### config.mk
export PLATFORM = sky130hd
export DESIGN_NAME = otp_cypher_sched
export DESIGN_NICKNAME = d
export VERILOG_FILES = /design/src/rtl/otp_pkg.sv /design/src/rtl/otp_rr_arbiter.sv /design/src/rtl/otp_cypher_sched.sv
export SDC_FILE = /design/constraint.sdc
export NUM_CORES = 1
export LEC_CHECK = 0
export ABC_AREA = 0
export BUFFER_PORTS_ARGS = -buffer_cell sky130_fd_sc_hd__buf_2
export CORE_AREA = 2 2 287 289
export DETAILED_ROUTE_END_ITERATION = 6
export DIE_AREA = 0 0 289 291
export GPL_TIMING_DRIVEN = 0
export PLACE_DENSITY = 0.56
export SLEW_MARGIN = 5
export SYNTH_ARGS = -nofsm -noshare
export SYNTH_HDL_FRONTEND = slang
export SYNTH_HIERARCHICAL = 1
export SYNTH_SLANG_ARGS = --single-unit
### constraint.sdc
create_clock -name clk -period 26.2 [get_ports clk]
set_input_delay 1.31 -clock clk [delete_from_list [all_inputs] [get_ports clk]]
set_output_delay 1.31 -clock clk [all_outputs]
set_load 0.03 [all_outputs]
### src/rtl/otp_pkg.sv
// ---------------------------------------------------------------------------
// otp_pkg
// Shared definitions for the one-time-pad XOR scheduler.
//   KEY_SIZE    : default key word / chunk width in bits
//   MSG_SIZE    : default message width in bits
//   otp_state_t : scheduler FSM states (IDLE, RUN, DONE)
// ---------------------------------------------------------------------------
package otp_pkg;

    localparam int KEY_SIZE = 16;
    localparam int MSG_SIZE = 240;

    typedef enum logic [1:0] {
        IDLE,
        RUN,
        DONE
    } otp_state_t;

endpackage

### src/rtl/otp_rr_arbiter.sv
// ---------------------------------------------------------------------------
// otp_rr_arbiter
// Combinational round-robin arbiter. Picks the first valid requester at or
// after rr_ptr, wrapping around. The pointer itself is owned and advanced by
// the scheduler; this block only searches.
// Ports:
//   req_valid   in  N_REQ         per-requester valid
//   rr_ptr      in  $clog2(N_REQ) index with highest priority this cycle
//   grant       out N_REQ         one-hot grant (all zero if nothing valid)
//   grant_idx   out $clog2(N_REQ) index of the granted requester
//   grant_valid out 1             some requester was granted
// ---------------------------------------------------------------------------
module otp_rr_arbiter
    import otp_pkg::*;
#(
    parameter int N_REQ = 2,
    localparam int IDX_W = $clog2(N_REQ)
) (
    input  logic [N_REQ-1:0] req_valid,
    input  logic [IDX_W-1:0] rr_ptr,
    output logic [N_REQ-1:0] grant,
    output logic [IDX_W-1:0] grant_idx,
    output logic             grant_valid
);

    // Walk the requesters starting at rr_ptr and stop at the first valid
    // one. The grant_valid flag doubles as the "already found" marker so
    // later candidates in the walk cannot override an earlier winner.
    always_comb begin
        grant       = '0;
        grant_idx   = '0;
        grant_valid = 1'b0;
        for (int off = 0; off < N_REQ; off++) begin
            if (!grant_valid && req_valid[(int'(rr_ptr) + off) % N_REQ]) begin
                grant_valid                              = 1'b1;
                grant[(int'(rr_ptr) + off) % N_REQ]      = 1'b1;
                grant_idx = IDX_W'((int'(rr_ptr) + off) % N_REQ);
            end
        end
    end

endmodule

### src/rtl/otp_cypher_sched.sv
// ---------------------------------------------------------------------------
// otp_cypher_sched
// Round-robin scheduler and sequencer for the one-time-pad XOR engine.
// A granted message is loaded into a shift register and XORed MSB-chunk
// first with one key word per beat; the reassembled cyphertext is then
// presented with the owning requester's index until the consumer accepts.
//
// Optional feature (macro OTP_KEY_USAGE_CNT_EN): adds output key_used, a
// saturating 32-bit count of consumed key words, cleared only by rst.
//
// Ports:
//   clk        in  1              clock, posedge
//   rst        in  1              asynchronous active-high reset
//   req_valid  in  N_REQ          per-requester message valid
//   req_msg    in  N_REQ*MSG_W    requester i at [i*MSG_W +: MSG_W]
//   req_ready  out N_REQ          one-hot accept pulse (IDLE only)
//   key_valid  in  1              key word available
//   key_data   in  KEY_W          key word
//   key_ready  out 1              high throughout RUN
//   out_valid  out 1              cyphertext valid (DONE)
//   out_data   out MSG_W          cyphertext
//   out_id     out $clog2(N_REQ)  owner of out_data
//   out_ready  in  1              consumer accepts
//   key_used   out 32             consumed key words (macro only)
//   busy       out 1              high in every state except IDLE
// ---------------------------------------------------------------------------
module otp_cypher_sched
    import otp_pkg::*;
#(
    parameter int MSG_W = MSG_SIZE,
    parameter int KEY_W = KEY_SIZE,
    parameter int N_REQ = 2,
    localparam int BEATS = MSG_W / KEY_W,
    localparam int ID_W  = $clog2(N_REQ),
    localparam int CNT_W = $clog2(BEATS + 1)
) (
    input  logic                   clk,
    input  logic                   rst,
    input  logic [N_REQ-1:0]       req_valid,
    input  logic [N_REQ*MSG_W-1:0] req_msg,
    output logic [N_REQ-1:0]       req_ready,
    input  logic                   key_valid,
    input  logic [KEY_W-1:0]       key_data,
    output logic                   key_ready,
    output logic                   out_valid,
    output logic [MSG_W-1:0]       out_data,
    output logic [ID_W-1:0]        out_id,
    input  logic                   out_ready,
`ifdef OTP_KEY_USAGE_CNT_EN
    output logic [31:0]            key_used,
`endif
    output logic                   busy
);

    // A message that does not split into whole key words cannot be
    // sequenced; refuse to elaborate rather than silently truncate.
    if ((MSG_W % KEY_W) != 0) begin : g_width_check
        $error("otp_cypher_sched: MSG_W must be a multiple of KEY_W");
    end
    if (N_REQ < 2) begin : g_nreq_check
        $error("otp_cypher_sched: N_REQ must be at least 2");
    end

    otp_state_t         state;
    logic [MSG_W-1:0]   shreg;
    logic [MSG_W-1:0]   res;
    logic [CNT_W-1:0]   beat_cnt;
    logic [ID_W-1:0]    rr_ptr;
    logic [N_REQ-1:0]   grant;
    logic [ID_W-1:0]    grant_idx;
    logic               grant_valid;
    logic [MSG_W-1:0]   sel_msg;
    logic [ID_W-1:0]    next_ptr;

    otp_rr_arbiter #(
        .N_REQ (N_REQ)
    ) u_arb (
        .req_valid   (req_valid),
        .rr_ptr      (rr_ptr),
        .grant       (grant),
        .grant_idx   (grant_idx),
        .grant_valid (grant_valid)
    );

    // Message of the winning requester and the pointer value that gives
    // the next requester in line priority after this grant.
    always_comb begin
        sel_msg  = req_msg[int'(grant_idx)*MSG_W +: MSG_W];
        next_ptr = (grant_idx == ID_W'(N_REQ - 1)) ? '0 : grant_idx + ID_W'(1);
    end

    // Handshake outputs are pure decodes of the state register. Grants are
    // only offered while idle, so requests arriving during RUN/DONE wait.
    always_comb begin
        req_ready = (state == IDLE) ? grant : '0;
        key_ready = (state == RUN);
        out_valid = (state == DONE);
        busy      = (state != IDLE);
        out_data  = res;
    end

    // Main sequencer. IDLE captures the granted message, RUN consumes one
    // key word per beat shifting both the message and the result MSB-chunk
    // first, DONE holds the result until the consumer takes it. There is
    // no DONE-to-grant bypass: the next grant is at the earliest one cycle
    // after the output handshake.
    always_ff @(posedge clk or posedge rst) begin
        if (rst) begin
            state    <= IDLE;
            shreg    <= '0;
            res      <= '0;
            beat_cnt <= '0;
            rr_ptr   <= '0;
            out_id   <= '0;
        end else begin
            case (state)
                IDLE: begin
                    if (grant_valid) begin
                        shreg    <= sel_msg;
                        out_id   <= grant_idx;
                        beat_cnt <= '0;
                        rr_ptr   <= next_ptr;
                        state    <= RUN;
                    end
                end
                RUN: begin
                    if (key_valid) begin
                        res      <= {res[MSG_W-KEY_W-1:0],
                                     shreg[MSG_W-1 -: KEY_W] ^ key_data};
                        shreg    <= shreg << KEY_W;
                        beat_cnt <= beat_cnt + CNT_W'(1);
                        if (beat_cnt == CNT_W'(BEATS - 1)) begin
                            state <= DONE;
                        end
                    end
                end
                DONE: begin
                    if (out_ready) begin
                        state <= IDLE;
                    end
                end
                default: begin
                    state <= IDLE;
                end
            endcase
        end
    end

`ifdef OTP_KEY_USAGE_CNT_EN
    logic [31:0] key_used_cnt;

    // Count every consumed key word so software can watch pad usage. The
    // counter sticks at all-ones instead of wrapping, so an exhausted pad
    // can never look fresh again.
    always_ff @(posedge clk or posedge rst) begin
        if (rst) begin
            key_used_cnt <= '0;
        end else if (key_valid && key_ready && (key_used_cnt != 32'hFFFF_FFFF)) begin
            key_used_cnt <= key_used_cnt + 32'd1;
        end
    end

    assign key_used = key_used_cnt;
`endif

endmodule

Word-level counts from Yosys, hierarchy flattened
Index checks and enable logic that the tools add are counted.
Widths: inputs -> output; s select.

word-level totals
  bits in registers = 488
  input bits = 502
  output and inout bits = 246
  logic and storage cells = 64

operators by class
  $add $sub $neg = 3
  multiply operators = 1
  $lt $le $gt $ge = 4
  equality and inequality tests = 7
  shift operators = 1
  multiplexer cells = 28
  bitwise gates (word level) = 3
  reductions and logical operators = 11

operator list
  operator             count
  $mux 240             2
  $pmux 240 s2         1
  $shiftx 480x10->240  1
  $xor 16x16->16       1
  $mux 2               7
  $mux 1               12
  $mux 4               2
  $pmux 4 s2           1
  $pmux 2 s3           1
  $mul 1x4->5 const B  1
  $add 4x1->4 const B  1
  $eq 4x4->1 const B   1
  $ne 2x1->1 const B   2
  $ne 2x2->1 const B   2
  $reduce_and 2->1     2
  $reduce_and 4->1     1
  $reduce_bool 2->1    2
  $logic_and 1x1->1    3
  $lt 2x3->1 const B   1
  $reduce_and 3->1     1
  $add 1x1->1 const B  2
  $demux 1 s1          2
  $eq 2x1->1 const B   1
  $eq 2x2->1 const B   1
  7 further kinds      7

Longest topological paths before layout
Gate-level depths: netlist (run 1).

  depth after elaboration = 11
  depth in mapped cells = 8
  depth with buffers taken out = 5

Hierarchy
The synthesis (run 1) kept the hierarchy.

by module, submodules not included
  module            times used  cells an instance  area each (um^2)  sequential area each (um^2)
  otp_cypher_sched  1           2357               23607.6           12211.7
  otp_rr_arbiter    1           5                  32.5              0.0

Least setup slack after synthesis (run 1)
Ideal clock, no wire load.

  path kind = input-to-output
  from = input req_valid[0]
  to = output req_ready[0]
  data arrival time = 1.926 ns
  required time = 24.890 ns
  setup slack = 22.964 ns
  stages on the path = 3
  buffers on the path = 0
  cells stage by stage = a21boi_0 > inv_1 > nor2_1

on the way
  word-level cells in the longest chain between the ends = 7
  elaborated cells on any way between the ends = 12
  those cells by class = mux (9); bitwise (1); reduce/logical (2)

ends and longest elaborated chain
  item                                        line                    source
  start, declared                             otp_cypher_sched.sv:39  input logic [N_REQ-1:0] req_valid,
  $mux 1 (implied by the code) (2 in series)  otp_rr_arbiter.sv:34    if (!grant_valid && req_valid[(int'(rr_ptr) + off) % N_REQ]) begin
  $mux 1                                      otp_rr_arbiter.sv:34
  $logic_not 1->1                             otp_rr_arbiter.sv:34
  $logic_and 1x1->1                           otp_rr_arbiter.sv:34
  $mux 2 *                                    otp_rr_arbiter.sv:34
  $mux 2 *                                    otp_cypher_sched.sv:95  req_ready = (state == IDLE) ? grant : '0;
  end, declared                               otp_cypher_sched.sv:41  output logic [N_REQ-1:0] req_ready,

Mark *: on every way between the ends. The rest lies on a longest branch, timed or not. The select of a mux whose other input is x is not followed.

Final worst setup path (run 1)
  from = register state[0]
  to = output req_ready[0]

on the way
  word-level cells in the longest chain between the ends = 2

ends and longest elaborated chain
  item                    line                     source
  start, declared         otp_cypher_sched.sv:64   otp_state_t state;
  start signal, assigned  otp_cypher_sched.sv:109  state <= IDLE;
  start signal, assigned  otp_cypher_sched.sv:123  state <= RUN;
  start signal, assigned  otp_cypher_sched.sv:133  state <= DONE;
  $logic_not 2->1         otp_cypher_sched.sv:95
  $mux 2                  otp_cypher_sched.sv:95

Every way passes these cells.

==> impl_metrics.ini, run 1 <==
[timing]
hold_violations = 0
min_period_over_period = 0.1411
finalClockSkew_ns = 0.03064
rsz0062_at_grt = false
worst_pin_slew_ns = 0.8559
fin_setup_tns_ns = 0
relSlewSlack = 0.4294
maxSlewViolCount = 0
worst_slack_ns = 22.50
hold_ws_ns = 0.4670
post-route-min-period_ns = 3.696
setup_violations = 0
max_freq_ghz = 0.2706

[place]
io_buffer_count = 747
place_congestion = 0.8980
dp_slack_ns = 22.67
placed_cells = 4183
dp_hpwl_um = 76870
dpl-instance-area_um2 = 28840

[worst_setup_path]
slowest_stage = dfrtp_1
required_ns = 24.89
cp_slowest_stage_delay_ns = 0.37
r2r-start = rr_ptr
critPathBufInv = 4
critPathTopFamily = buffers and inverters
endpoint = req_ready[0]
rr_worst_depth = 8
critPathKind = register to primary output
cp-startpoint = state[0]
endpoint_kind = primary output
path_max_fanout = 10
cp.depth = 6
crit_top_cell = buf_4
regToRegEndpoint = shreg[157]
arrival_ns = 2.39
start_kind = register
ff2ff_setup_slack_ns = 23.58
crit_chain = buf_6 > buf_4 > buf_4 > or2_2 > nor2_1 > buf_2

[cts]
htreeDepth = 2
cts_root_buf = clkbuf_16
clock-sinks = 488
insertion_delay_ns = 0.63
cts_setup_buffers = 0
cts_tree = done
clk_path_buf_depth = 3
cts_buffers = 56
clk_pin_slew_ns = 0.06
cts-resized-gates = 0
holdBufCountCts = 0

[pwr]
leakagePower_nw = 16.67
ir_worst_vdd_mv = 0.05267
power.density_nw_per_um2 = 115.9

[final_layout]
nets = 3675
drive_above_1_share = 0.3732
final_cells = 4296
syn_to_final_growth_pct = 29.80
fin_area_um2 = 30690

[grt]
grt_pass1_vias = 20940
grt_max_degree = 109
grt_pass1_wl_um = 138300
grt.total_usage = 0.2228
antenna_found_initial = 38
grt_overflow = 0

[logic_synthesis]
yosys_warnings = 6
synth.net_count = 2866
syn-mean-instance-area_um2 = 10.01
synth_area_leader_cell = dfrtp_1
ys_ff_latch = 488
synth.distinct_cells = 32
synth-edff-count = 0
async_flop_share = 1.000
post-synth-top-count-cell = nand2_1
syn-instance-count = 2362
synth_area_leaders = dfrtp_1 (52%), nand2_1 (11%), mux2_2 (11%)
dominantRegCellSynth = dfrtp_1
synth_area_um2 = 23640
ys_seq_area_frac = 0.5166
yosys-top-cells-count = nand2_1 (690), dfrtp_1 (488), o21ai_0 (246)
netlist.area_leader.share = 0.5166

[route]
wl_per_cell_um = 22.45
drt-initial-drc-count = 1357
drtPass1Iterations = 5
wl_um = 96440
drc = 0
via_per_inst = 4.808
ant_nets = 0
num_vias = 20650

[floorplanning]
coreArea_um2 = 81190
start_util = 0.2912
die_w_um = 289
die-area_um2 = 84100
ioPinCount = 748
fp.dieH_um = 291
core.rowCount = 105

[run]
cap_viol_max_count = 0

[hold_path]
hold_path.class = register to register

[outcome]
status = finished clean
## per-stage QoR
step	total power, W	utilization
floorplan	0.002211	-
global placement	0.002773	0.3537
detailed placement	0.002795	0.3552
CTS	0.003594	0.3775
global route	0.003762	0.3778
finish	0.003557	0.3779
## cell usage in the layout (no fill, tap or decap), drive strengths merged, types with 2 or more instances in the layout
| cell | n |
|---|---|
| bufinv | 3 |
| or2 | 3 |
| diode | 13 |
| o21ai | 469 |
| o2bb2ai | 16 |
| mux2i | 242 |
| dfrtp | 488 |
| buf | 879 |
| mux2 | 225 |
| clkbuf | 142 |
| nor2 | 2 |
| clkinv | 12 |
| xnor2 | 16 |
| inv | 8 |
| ha | 2 |
| a21boi | 4 |
| nand2 | 690 |
## worst reg2reg max path, delay by kind of cell, from the launching register on
family | cells | cell delay (ns)
compound gates | 2 | 0.25
buf+inv | 4 | 1.09
flops | 1 | 0.44
mux | 2 | 0.74
## cell families after synthesis
group,Yosys count,share of synthesized area
simple gates,703,0.1132
compound gates,492,0.1091
flops,488,0.5166
mux,467,0.2096
buf+inv,194,0.04451
xor+xnor,16,0.005928
fa+ha+maj,2,0.001058
## flip-flops by register name, indices dropped and copies added (netlist names)
name / count
out_data: 240
shreg: 240
beat_cnt: 4
state: 2
out_id: 1
rr_ptr: 1
## how the worst min path moves through the flow
| stage | start | endpoint | cells after the start |
|---|---|---|---|
| finish | beat_cnt[3] | beat_cnt[3] | 1 |
| detailed placement | out_data[232] | out_data[232] | 2 |
| floorplan | beat_cnt[3] | beat_cnt[3] | 1 |
| global route | beat_cnt[3] | beat_cnt[3] | 1 |
| global placement | beat_cnt[3] | beat_cnt[3] | 1 |
| CTS | beat_cnt[3] | beat_cnt[3] | 1 |
## report_power, final
part           switching, W  internal (W)
combinational      0.000940      0.000489
sequential         0.000276       0.00107
clock              0.000333      0.000453
total               0.00155       0.00201
## final cells by class
cell class	instances	area (um^2)
fill	8341	50500
sequential	488	12210
multi-input combinational	1680	10380
timing repair buffer	751	3849
clock buffer	83	1604
tap	1070	1339
buffer	187	1026
clock inverter	17	214.0
inverter	7	33.78
antenna	13	32.53
## routing by layer
layer,track usage,routed length (um),vias to the layer above
li1,-,-,9665
met1,0.2826,40230,10070
met2,0.3839,47430,730
met3,0.04146,5591,175
met4,0.06374,3104,14
met5,0,82,-
(Power assumes the default switching activity.)
==> run 2: changes to the inputs <==
--- a/config.mk
+++ b/config.mk
@@ -7,11 +7,11 @@
 export LEC_CHECK = 0
 export ABC_AREA = 0
 export BUFFER_PORTS_ARGS = -buffer_cell sky130_fd_sc_hd__buf_2
-export CORE_AREA = 2 2 287 289
+export CORE_AREA = 2 2 288 290
 export DETAILED_ROUTE_END_ITERATION = 6
-export DIE_AREA = 0 0 289 291
+export DIE_AREA = 0 0 290 292
 export GPL_TIMING_DRIVEN = 0
-export PLACE_DENSITY = 0.56
+export PLACE_DENSITY = 0.57
 export SLEW_MARGIN = 5
 export SYNTH_ARGS = -nofsm -noshare
 export SYNTH_HDL_FRONTEND = slang
==> constraint.sdc (replaced) <==
create_clock -name clk -period 3 [get_ports clk]
set_input_delay 0.15 -clock clk [delete_from_list [all_inputs] [get_ports clk]]
set_output_delay 0.15 -clock clk [all_outputs]
set_load 0.03 [all_outputs]
==> impl_metrics.ini, run 2 (synthesized netlist as in run 1, its figures left out) <==
[floorplanning]
ioPinCount = 748
start_util = 0.2898
die-area_um2 = 84680
die_w_um = 290
fp.dieH_um = 292
core.rowCount = 105
coreArea_um2 = 81580

[hold_path]
hold_path.class = primary input to register
worstHoldPathCells = 4
min_from = req_msg[449]

[timing]
max_freq_ghz = 0.3470
setup_violations = 0
post-route-min-period_ns = 2.882
worst_slack_ns = 0.1182
min_period_over_period = 0.9606
finalClockSkew_ns = 0.02208
relSlewSlack = 0.3646
rsz0062_at_grt = true
maxSlewViolCount = 0
worst_pin_slew_ns = 0.9531
fin_setup_tns_ns = 0
hold_violations = 0
hold_ws_ns = 0.008073

[pwr]
comb_power_share = 0.414
leakagePower_nw = 18.32
intPower_w = 0.01822
seqPwrFrac = 0.367
swShare = 0.4297
power.density_nw_per_um2 = 921.8
ir_worst_vdd_mv = 0.3860
pwr-share-clk = 0.219
p_switching_w = 0.01373

[route]
wl_per_cell_um = 21.40
num_vias = 22520
drc = 0
ant_nets = 0
drt-initial-drc-count = 1316
drtPass1Iterations = 5
via_per_inst = 4.805
wl_um = 100300

[grt]
grt.total_usage = 0.2311
grt-busiest-layer = met2
grt_pass1_vias = 23730
grtUsageMet3 = 0.04133
grt_pass1_wl_um = 148600
grt_overflow = 0
grt_use_met1 = 0.2823
antenna_found_initial = 27
grt_use_met2 = 0.4035
grt_max_degree = 40

[final_layout]
num-fill-cells = 7992
fin_util = 0.4248
drive_above_1_share = 0.3387
syn_to_final_growth_pct = 46.61
nets = 4058
layout_common_cells = buf_2 (840), nand2_1 (690), dfrtp_1 (488)
final_common_cell = buf_2
final_cells = 4688

[worst_setup_path]
critPathKind = register to register
start_kind = register
path_max_fanout = 10
rr_worst_depth = 9
ff2ff_setup_slack_ns = 0.12
arrival_ns = 3.37
endpoint_kind = register
cp-startpoint = rr_ptr
regToRegEndpoint = shreg[61]
r2r-start = rr_ptr
required_ns = 3.48
endpoint = shreg[61]

[cts]
clk_path_buf_depth = 3
htreeDepth = 2
clk_pin_slew_ns = 0.06
cts_root_buf = clkbuf_16
cts_setup_buffers = 0
insertion_delay_ns = 0.61
cts_tree = done
clock-sinks = 488
cts_buffers = 56

[place]
dp_hpwl_um = 77090
io_buffer_count = 747
place_congestion = 0.8764
dp_slack_ns = 0.4497
placed_cells = 4193

[run]
cap_viol_max_count = 0

[outcome]
status = finished clean
[run 2: changes by cell type in the layout (fill, tap and decap cells not counted), sizes merged]
cell         change
dlygate4sd3    +373
clkinvlp         +7
diode            +6
buf              +5
bufinv           +1
[run 2: critical path, stage by stage (launching register included)]
cell and delay (ns):
dfrtp_1 0.46, inv_1 0.09, a21boi_0 0.16, clkbuf_4 0.25
buf_4 0.26, buf_2 0.33, mux2_2 0.38, dlygate4sd3_1 0.55
mux2i_1 0.20, o21ai_1 0.08
[run 2: area by class of cell]
| type | instances | area [um^2] | area share |
|---|---|---|---|
| Inverter | 7 | 30.03 | 0.0008664 |
| Buffer | 187 | 1039 | 0.02996 |
| Clock buffer | 78 | 1594 | 0.04599 |
| Clock inverter | 25 | 261.5 | 0.007545 |
| Timing Repair Buffer | 1134 | 7760 | 0.2239 |
| Multi-Input combinational cell | 1680 | 10380 | 0.2994 |
| Antenna cell | 19 | 47.55 | 0.001372 |
| Tap cell | 1070 | 1339 | 0.03863 |
| Sequential cell | 488 | 12210 | 0.3523 |
[run 2: worst min path at each step]
stage / to / slack [ns]
floorplan: state[1] / 0.32
global placement: shreg[2] / 0.44
detailed placement: out_data[194] / 0.31
CTS: shreg[25] / 0.0003
global route: shreg[198] / 0.02
finish: shreg[209] / 0.008
[run 2: per-stage QoR]
stage | power [W] | instance area (um^2)
2_1_floorplan | 0.01931 | 23640
3_3_place_gp | 0.02423 | 28720
3_5_place_dp | 0.02444 | 29010
4_1_cts | 0.03214 | 34600
5_1_grt | 0.03374 | 34650
6_report | 0.03195 | 34660
[run 2: repair_timing]
item,in CTS,in global routing
endpoints found under the hold margin,224,0
resized for setup,0,5
hold buffers,373,0
endpoints found under the setup margin,0,92
[run 2: power by group through the flow]
stage | Sequential [W] | Clock [W] | Combinational, W
after floorplan | 0.0135 | 0 | 0.00580
after global placement | 0.0118 | 0 | 0.0124
after detailed placement | 0.0119 | 0 | 0.0126
after CTS | 0.0117 | 0.00713 | 0.0133
after global routing | 0.0120 | 0.00740 | 0.0143
final | 0.0117 | 0.00700 | 0.0132
[run 2: routing by layer]
metal | up-vias | part of all wire | wire length [um]
met5 | - | 0.00048 | 48
met2 | 823 | 0.49 | 49580
li1 | 10440 | - | -
met4 | 8 | 0.039 | 3958
met1 | 11060 | 0.41 | 41310
met3 | 198 | 0.054 | 5433
